## config.mk

```make
export PLATFORM = sky130hd
export DESIGN_NAME = alu_wb_queue
export DESIGN_NICKNAME = d
export VERILOG_FILES = /design/src/rtl/alu_wb_queue.sv
export SDC_FILE = /design/constraint.sdc
export NUM_CORES = 1
export LEC_CHECK = 0
export ABC_AREA = 1
export ABC_CLOCK_PERIOD_IN_PS = 3450
export CAP_MARGIN = 5
export CORE_ASPECT_RATIO = 0.9
export CORE_MARGIN = 5
export CORE_UTILIZATION = 35
export CTS_BUF_LIST = sky130_fd_sc_hd__clkbuf_2 sky130_fd_sc_hd__clkbuf_4 sky130_fd_sc_hd__clkbuf_8
export DETAILED_ROUTE_END_ITERATION = 10
export PLACE_DENSITY = 0.62
export SLEW_MARGIN = 20
export SYNTH_ARGS = -nofsm -noshare
export SYNTH_HDL_FRONTEND = slang
export SYNTH_SLANG_ARGS = --single-unit
```

## constraint.sdc

```tcl
create_clock -name clk -period 3.45 [get_ports clk]
set_clock_uncertainty 0.2 [all_clocks]
set_input_delay 0.69 -clock clk [delete_from_list [all_inputs] [get_ports clk]]
set_output_delay 0.69 -clock clk [all_outputs]
set_load 0.1 [all_outputs]
```

## src/rtl/alu_wb_queue.sv

```systemverilog
// alu_wb_queue: in-order writeback FIFO sitting between the PE ALU and the
// register file. Holds each result (value, zero flag, destination register)
// until the register file takes it over a valid/ready port. Issue logic can
// look up the youngest pending value for a source register.
module alu_wb_queue #(
  parameter int DEPTH  = 4,
  parameter int DATA_W = 32,
  parameter int REG_W  = 5
) (
  input  logic                       clk,
  input  logic                       rst_n,
  input  logic                       flush,
  input  logic                       res_valid,
  input  logic [DATA_W-1:0]          res_data,
  input  logic                       res_zero,
  input  logic [REG_W-1:0]           res_rd,
  output logic                       res_ready,
  output logic                       wb_valid,
  output logic [DATA_W-1:0]          wb_data,
  output logic                       wb_zero,
  output logic [REG_W-1:0]           wb_rd,
  input  logic                       wb_ready,
  input  logic [REG_W-1:0]           fwd_rs,
  output logic                       fwd_hit,
  output logic [DATA_W-1:0]          fwd_data,
  output logic [$clog2(DEPTH):0]     count,
  output logic                       overflow
);

  localparam int AW = $clog2(DEPTH);
  localparam int CW = AW + 1;

  // Pointer/count/flag state; count is one bit wider than the pointers so
  // that full and empty are distinguishable.
  logic [AW-1:0]     head_q, head_d;
  logic [AW-1:0]     tail_q, tail_d;
  logic [CW-1:0]     count_q, count_d;
  logic              overflow_q, overflow_d;
  logic [DEPTH-1:0]  vld_q, vld_d;

  // Entry storage (no reset: contents are only meaningful while valid).
  logic [DATA_W-1:0] mem_data_q [DEPTH];
  logic [DATA_W-1:0] mem_data_d [DEPTH];
  logic              mem_zero_q [DEPTH];
  logic              mem_zero_d [DEPTH];
  logic [REG_W-1:0]  mem_rd_q   [DEPTH];
  logic [REG_W-1:0]  mem_rd_d   [DEPTH];

  logic              empty_s;
  logic              full_s;
  logic              push_s;
  logic              store_s;
  logic              pop_s;
  logic              fwd_hit_s;
  logic [DATA_W-1:0] fwd_data_s;

  assign empty_s = (count_q == {CW{1'b0}});
  assign full_s  = (count_q == CW'(DEPTH));

  // Handshakes; flush suppresses both sides. Results for x0 consume the
  // handshake but are never stored.
  assign push_s  = res_valid & ~full_s & ~flush;
  assign store_s = push_s & (res_rd != {REG_W{1'b0}});
  assign pop_s   = ~empty_s & wb_ready & ~flush;

  // Next-state for pointers, count, valid bits and the sticky overflow flag.
  always_comb begin
    head_d     = head_q;
    tail_d     = tail_q;
    count_d    = count_q;
    vld_d      = vld_q;
    overflow_d = overflow_q;
    if (flush) begin
      head_d     = {AW{1'b0}};
      tail_d     = {AW{1'b0}};
      count_d    = {CW{1'b0}};
      vld_d      = {DEPTH{1'b0}};
      overflow_d = 1'b0;
    end else begin
      overflow_d = overflow_q | (res_valid & full_s);
      head_d     = pop_s   ? head_q + AW'(1) : head_q;
      tail_d     = store_s ? tail_q + AW'(1) : tail_q;
      if (pop_s) begin
        vld_d[head_q] = 1'b0;
      end else begin
        vld_d = vld_d;
      end
      if (store_s) begin
        vld_d[tail_q] = 1'b1;
      end else begin
        vld_d = vld_d;
      end
      case ({store_s, pop_s})
        2'b10:   count_d = count_q + CW'(1);
        2'b01:   count_d = count_q - CW'(1);
        default: count_d = count_q;
      endcase
    end
  end

  // Next-state for entry storage: write the tail slot on a stored push.
  always_comb begin
    mem_data_d = mem_data_q;
    mem_zero_d = mem_zero_q;
    mem_rd_d   = mem_rd_q;
    if (store_s) begin
      mem_data_d[tail_q] = res_data;
      mem_zero_d[tail_q] = res_zero;
      mem_rd_d[tail_q]   = res_rd;
    end else begin
      mem_data_d = mem_data_q;
    end
  end

  // Control state register with asynchronous active-low reset.
  always_ff @(posedge clk or negedge rst_n) begin
    if (!rst_n) begin
      head_q     <= {AW{1'b0}};
      tail_q     <= {AW{1'b0}};
      count_q    <= {CW{1'b0}};
      vld_q      <= {DEPTH{1'b0}};
      overflow_q <= 1'b0;
    end else begin
      head_q     <= head_d;
      tail_q     <= tail_d;
      count_q    <= count_d;
      vld_q      <= vld_d;
      overflow_q <= overflow_d;
    end
  end

  // Entry storage register.
  always_ff @(posedge clk) begin
    mem_data_q <= mem_data_d;
    mem_zero_q <= mem_zero_d;
    mem_rd_q   <= mem_rd_d;
  end

  // Forwarding lookup: walk oldest to youngest so the youngest match wins.
  // Uses pre-edge state, so an entry popping this cycle still hits.
  always_comb begin
    logic [AW-1:0] idx_v;
    logic          match_v;
    fwd_hit_s  = 1'b0;
    fwd_data_s = {DATA_W{1'b0}};
    idx_v      = head_q;
    match_v    = 1'b0;
    for (int i = 0; i < DEPTH; i++) begin
      idx_v      = head_q + AW'(i);
      match_v    = (CW'(i) < count_q) && vld_q[idx_v] &&
                   (mem_rd_q[idx_v] == fwd_rs) && (fwd_rs != {REG_W{1'b0}});
      fwd_hit_s  = fwd_hit_s | match_v;
      fwd_data_s = match_v ? mem_data_q[idx_v] : fwd_data_s;
    end
  end

  assign res_ready = ~full_s;
  assign wb_valid  = ~empty_s;
  assign wb_data   = empty_s ? {DATA_W{1'b0}} : mem_data_q[head_q];
  assign wb_zero   = empty_s ? 1'b0 : mem_zero_q[head_q];
  assign wb_rd     = empty_s ? {REG_W{1'b0}} : mem_rd_q[head_q];
  assign fwd_hit   = fwd_hit_s;
  assign fwd_data  = fwd_data_s;
  assign count     = count_q;
  assign overflow  = overflow_q;

endmodule

```

==> results of run 1 <==
[worst min path at each step]
| stage | from | endpoint | cells past startpoint |
|---|---|---|---|
| after floorplan | rst_n | count[2]$_DFFE_PN0P_ | 0 |
| after global placement | count[2]$_DFFE_PN0P_ | count[2]$_DFFE_PN0P_ | 1 |
| after detailed placement | count[2]$_DFFE_PN0P_ | count[2]$_DFFE_PN0P_ | 1 |
| after CTS | count[2]$_DFFE_PN0P_ | count[2]$_DFFE_PN0P_ | 1 |
| after global routing | count[2]$_DFFE_PN0P_ | count[2]$_DFFE_PN0P_ | 1 |
| final | count[2]$_DFFE_PN0P_ | count[2]$_DFFE_PN0P_ | 1 |
[stage by stage]
| step | std cells | setup WS (ns) |
|---|---|---|
| floorplan | 1501 | 0.001103 |
| global placement | 2031 | -0.3475 |
| detailed placement | 2031 | -0.3296 |
| CTS | 2080 | -0.3742 |
| global route | 2096 | -0.5131 |
| finish | 2096 | -0.3892 |
[flip-flops by register name, indices dropped and copies added (netlist names)]
| signal | flops |
|---|---|
| count | 3 |
| head_q | 2 |
| mem_data_q | 128 |
| mem_rd_q | 20 |
| mem_zero_q | 4 |
| overflow | 1 |
| tail_q | 2 |
| vld_q | 4 |
[logic make-up after synthesis]
| family | Yosys count | share of synthesized area, % |
|---|---|---|
| AND/OR/NAND/NOR | 801 | 30.04 |
| AO/OA/AOI/OAI | 249 | 11.44 |
| buffers and inverters | 245 | 9.972 |
| flip-flops | 164 | 44.46 |
| multiplexers | 28 | 2.561 |
| adder cells (fa/ha/maj) | 12 | 1.372 |
| XOR/XNOR | 2 | 0.1601 |
[cell type report]
| type | instances | area, sq um | area share (%) |
|---|---|---|---|
| Clock buffer | 18 | 241.5 | 1.512 |
| Clock inverter | 14 | 117.6 | 0.7363 |
| Inverter | 154 | 619.3 | 3.877 |
| Multi-Input combinational cell | 1092 | 6082 | 38.08 |
| Sequential cell | 164 | 4877 | 30.53 |
| Tap cell | 409 | 511.7 | 3.204 |
| Timing Repair Buffer | 244 | 3515 | 22.00 |
| Timing Repair inverter | 1 | 8.758 | 0.05483 |
[placed cells by master, fill, tap and decap left out, drive strengths merged]
| cell | synthesis | layout |
|---|---|---|
| nand4 | 1 | 1 |
| nor2 | 246 | 246 |
| dfrtp | 12 | 12 |
| xor2 | 2 | 2 |
| nor3 | 2 | 2 |
| o22ai | 1 | 1 |
| o21ai | 240 | 240 |
| or2 | 1 | 1 |
| clkdlybuf4s50 | 0 | 47 |
| bufbuf | 0 | 4 |
| clkinvlp | 0 | 7 |
| clkinv | 5 | 10 |
| and2 | 2 | 2 |
| ha | 12 | 12 |
| buf | 58 | 184 |
| a21oi | 8 | 8 |
| inv | 149 | 152 |
| nand3 | 104 | 104 |
| nand2 | 445 | 445 |
| mux2i | 28 | 28 |
| clkbuf | 33 | 27 |
| edfxtp | 152 | 152 |
[report_power, final]
group          internal, mW  switching (mW)  leakage [nW]
Combinational          2.69            5.11          5.00
Sequential             2.29          0.0526          1.53
Clock                 0.524           0.789         0.176
[metal layers]
metal	GRT usage [%]	wire, um	vias to the layer above
li1	-	-	5200
met1	25.77	15830	4934
met5	0	13	-
met3	2.904	1906	33
met4	5.439	443	2
met2	32.90	17220	306
[timing repair]
item | 4_1_cts | 5_1_grt
pin swaps | 4 | 22
setup buffers | 10 | 3
resized for setup | 32 | 64
setup endpoints to repair | 47 | 48
endpoints found under the hold margin | 0 | 0
cloned | 7 | 13
==> reports/results.txt, run 1 <==
Post-Layout Inst Area = 15970 sq um
root buffer cell = clkbuf_8
PwrDens = 717.4 nW/um^2
Via density = 4.998
Peak Freq = 0.2605 GHz
initial antenna violation count = 1
Worst-Margin Slew = 0.5880 ns
Die X = 196.4 um
worst setup path startpoint = head_q[0]$_DFFE_PN0P_
Seq/Total Area, Yosys = 44.46%
cell mode on critical path = nand2_2
CTS tree = yes
GRT Util Overall = 19.35%
GPL Wtd Cong = 0.8383
DP HPWL = 21.04 mm
crit share post-route = 111.3%
clk_lat worst skew = 0.45 ns
vias in the first global route = 9730
Crit Path Class = register to primary output
DIE AREA = 34900 sq um
Overflow after GRT = 0
layout cells sized above 1 = 26.85%
DR WL/cell = 16.90 um
Bufs on Longest Clock Path = 2
P&R area growth vs syn = 45.98%
Core Area = 30910 sq um
worst reg-to-reg path cell count = 10
Worst EP required = 2.56 ns
Overall Power = 11.46 mW
top post-synthesis cells by area = edfxtp_1, nand2_1, o21ai_0
status = finished, violations left
NumNets Final = 1734
fillers = 2867
Rows = 61
count leader, synth = nand2_1
Hold Buf Count CTS = 0
Clock Sinks = 164
Peak VDD IR = 937.9 uV
router iterations before antenna repair = 7
Antenna diodes = 0
Vias = 10480
H-tree depth reported by CTS = 4
R2R setup slack = 0.87 ns
synth unique cells = 33
top_reg_cell synth = edfxtp_1
failing checks = setup timing
Yosys top cell area share = 41.72%
Worst path slowest cell = dfrtp_4
Final Hold Viols = 0
Post-Syn Instances = 1501
CP bufs+invs = 5
clock-pin transition on the worst setup and hold timing paths = 0.09 ns
setup violators final = 33
Core Util, Final = 51.67%
average size of a mapped cell = 7.290 sq um
TNS Setup = -11.82 ns
DR iter-0 viols = 753
min Tclk post-route = 3.839 ns
placed instance area = 14670 sq um
EDFF count, synth = 152
cells along the critical path = inv_8, ha_4, buf_12, nand3_4, nand2_2, nand2_2, nand2_2, nor2_4, nand3_4, buf_12, clkbuf_16, nor2_1, nor2_1, nand2_1, nand2_2, nand2_8, buf_12
crit-path leading delay family = simple AND/OR/NAND/NOR gates
input/output buffers = 124
die height = 177.7 um
Syn. warnings = 0
crit path max fanout = 6
Max stage delay on crit path = 0.52 ns
Crit path arrival time = 2.95 ns
worst hold slack = 0.3186 ns
CP Capture Type = primary output
Syn Std Cell Area = 10940 sq um
Post-route DRC = 0
first-pass GRT wire length = 53.14 mm
Setup crit start kind = register
largest net degree at the start of global routing = 73
cell accounting for the most synthesized area = edfxtp_1
Routed Wire Length = 35.42 mm
Critical Path Stages = 17
most frequent cells after synthesis = nand2_1, nor2_1, o21ai_0
Starting Density = 35.40%
async set-or-reset flop fraction in the synthesized netlist = 7.317%
Hold Path Class = register to register
Leakage = 6.715 nW
end of the worst register-to-register path = mem_data_q[29]$_DFFE_PP_
max_cap viols = 0
Setup crit end = fwd_data[23]
final setup margin = -0.3892 ns
Final Max Tran Viols = 0
RSZ-0062 raised after global routing = yes
post-route ant nets = 0
CTS buffer count = 17
Mapped Nets = 1561
I/O pin count = 125
FF+latch count, synth = 164
slew margin rel. = 60.80%
RR Startpoint = count[0]$_DFFE_PN0P_
Power figures use the tool's default switching activity.
==> inputs of run 2 (changes only) <==
- ABC_CLOCK_PERIOD_IN_PS: 3450 -> 4700
- PLACE_DENSITY: 0.62 -> 0.6
- clock period: 3.45 -> 4.7 ns (I/O delays scaled with it)
==> run 2 against run 1 <==
  * The run now ends clean
  * Die area unchanged
  * First-iteration DRC count down 10%
  * Sequential share of layout area up 6.2 points
  * Critical endpoint is now fwd_data[19]
  * Highest routed layer unchanged
==> reports/results.txt, run 2 (synthesis gave the netlist of run 1 again) <==
GRT Util Overall = 17.67% (-1.7 points)
Core Util, Final = 42.83% (-8.8 points)
Clock Sinks = 164 (unchanged)
Worst EP required = 3.56 ns (+1.00 ns)
DR WL/cell = 15.67 um (-7.3%)
DP HPWL = 19.73 mm (-6.2%)
vias in the first global route = 9316 (-4.3%)
clock-pin transition on the worst setup and hold timing paths = 0.10 ns (about the same)
Final Hold Viols = 0 (unchanged)
I/O pin count = 125 (unchanged)
Post-Layout Inst Area = 13240 sq um (-17%)
Routed Wire Length = 31.40 mm (-11%)
CTS tree = yes
Biggest register = mem_data_q
Via density = 4.895 (-2.1%)
Min-Delay Endpoint = overflow$_DFF_PN0_
Crit Path Class = register to primary output
worst reg-to-reg path cell count = 10 (unchanged)
Overflow after GRT = 0 (unchanged)
setup violators final = 0 (-100%)
DIE AREA = 34900 sq um (unchanged)
P&R area growth vs syn = 20.99%
Peak Freq = 0.2212 GHz
Overall Power = 7.108 mW (-38%)
Die X = 196.4 um (unchanged)
first-pass GRT wire length = 48.95 mm (-7.9%)
end of the worst register-to-register path = mem_data_q[99]$_DFFE_PP_
hold path startpoint = overflow$_DFF_PN0_
placed instance area = 12750 sq um (-13%)
Bufs on Longest Clock Path = 2 (unchanged)
R2R setup slack = 1.99 ns (+1.12 ns)
Rows = 61 (unchanged)
Leakage = 5.822 nW (-13%)
largest net degree at the start of global routing = 217 (+200%)
clk_lat worst skew = 0.46 ns (about the same)
DR iter-0 viols = 676 (-10%)
layout cells sized above 1 = 11.79% (-15 points)
RR Startpoint = count[0]$_DFFE_PN0P_
max_cap viols = 0 (unchanged)
commonest non-fill, non-tap cells in the layout = nand2_1, nor2_1, o21ai_0
Final Max Tran Viols = 0 (unchanged)
H-tree depth reported by CTS = 4 (unchanged)
crit share post-route = 96.17%
Antenna diodes = 0 (unchanged)
slew margin rel. = 35.11% (-26 points)
initial antenna violation count = 2 (+1)
post-route ant nets = 0 (unchanged)
Peak VDD IR = 304.9 uV (-67%)
NumNets Final = 1642 (-5.3%)
Worst-Margin Slew = 0.9703 ns (+0.3823 ns)
Hold Path Class = register to register
hold depth = 2 (+1)
TNS Setup = 0 ns (+11.82 ns)
crit path max fanout = 53 (+47)
Setup crit start kind = register
Vias = 9809 (-6.4%)
die height = 177.7 um (unchanged)
Post-route DRC = 0 (unchanged)
most common cell after layout, fill and taps aside = nand2_1
input/output buffers = 124 (unchanged)
RSZ-0062 raised after global routing = no
root buffer cell = clkbuf_8
CP Capture Type = primary output
status = finished, final reports clean
Hold Buf Count CTS = 0 (unchanged)
min Tclk post-route = 4.520 ns
Core Area = 30910 sq um (unchanged)
Starting Density = 35.40% (unchanged)
GPL Wtd Cong = 0.8142 (-2.9%)
top flop regs = mem_data_q x128, mem_rd_q x20
CTS buffer count = 17 (unchanged)
max reg flops = 128 (unchanged)
router iterations before antenna repair = 5 (-2)
Crit path arrival time = 3.38 ns (+0.43 ns)
PwrDens = 536.9 nW/um^2 (-25%)
[run 2: cell count changes in the layout (fill, tap and decap cells not counted), sizes merged]
cell,delta
buf,-85
bufbuf,-4
bufinv,+3
clkbuf,-9
clkdlybuf4s50,+5
clkinv,+1
clkinvlp,-5
dlymetal6s2s,+1
inv,+1
[run 2: cell type report]
type	count	area, sq um
fillers	3050	17670
multi-input cells	1092	5031
flip-flops and latches	164	4868
repair buffers	153	1829
inverters	154	588.1
well taps	409	511.7
clock buffers	17	234.0
clock inverters	15	176.4
[run 2: timing repair]
item,4_1_cts,5_1_grt
gates resized for setup,0,4
setup endpoints to repair,0,32
setup buffers,0,5
[run 2: routing by layer]
metal | track usage, % | routed length [um] | vias to the layer above
met4 | 4.508 | 425 | 4
met1 | 23.59 | 14530 | 4511
met5 | 0 | 26 | -
met3 | 2.999 | 1667 | 30
li1 | - | - | 5004
met2 | 29.96 | 14750 | 260
[run 2: how the worst max path moves through the flow]
stage                                startpoint      endpoint  slack [ns]  depth (start not counted)
after floorplan            count[0]$_DFFE_PN0P_    wb_data[0]       -0.42                          7
after global placement                fwd_rs[4]  fwd_data[19]        0.22                         14
after detailed placement              fwd_rs[4]   fwd_data[3]        0.24                         15
after CTS                 head_q[0]$_DFFE_PN0P_  fwd_data[19]        0.16                         15
after global routing      head_q[0]$_DFFE_PN0P_  fwd_data[19]       0.001                         13
final                     head_q[0]$_DFFE_PN0P_  fwd_data[19]        0.18                         13
[run 2: through the flow]
| stage | instances | setup slack, ns | hold WS (ns) |
|---|---|---|---|
| finish | 2004 | 0.1798 | 0.3222 |
| global route | 2004 | 0.001359 | 0.3565 |
| CTS | 1998 | 0.1585 | 0.3252 |
| detailed placement | 1966 | 0.2371 | 0.3140 |
| global placement | 1966 | 0.2225 | 0.3055 |
| floorplan | 1501 | -0.4180 | 0.3248 |
[run 2: power breakdown]
group | internal, mW | switching (mW)
clock network | 0.529 | 0.564
logic | 1.00 | 3.29
registers | 1.68 | 0.0435
total | 3.21 | 3.90
[run 2: worst max-delay path, cell delays in order (launching register included)]
cell and delay (ns):
dfrtp_4 0.56, inv_6 0.23, ha_4 0.30, buf_4 0.26, nand3_1 0.13, nand2_1 0.08
nand2_1 0.05, a21oi_1 0.11, nand2_1 0.11, nor2_4 0.15, buf_12 0.25, o21ai_0 0.22
nand2_1 0.19, buf_12 0.19
==> inputs of run 3 (changes only) <==
- SLEW_MARGIN: 20 -> default
==> results of run 3 <==
No change in the layout: final DEF, timing and power equal those of run 2.
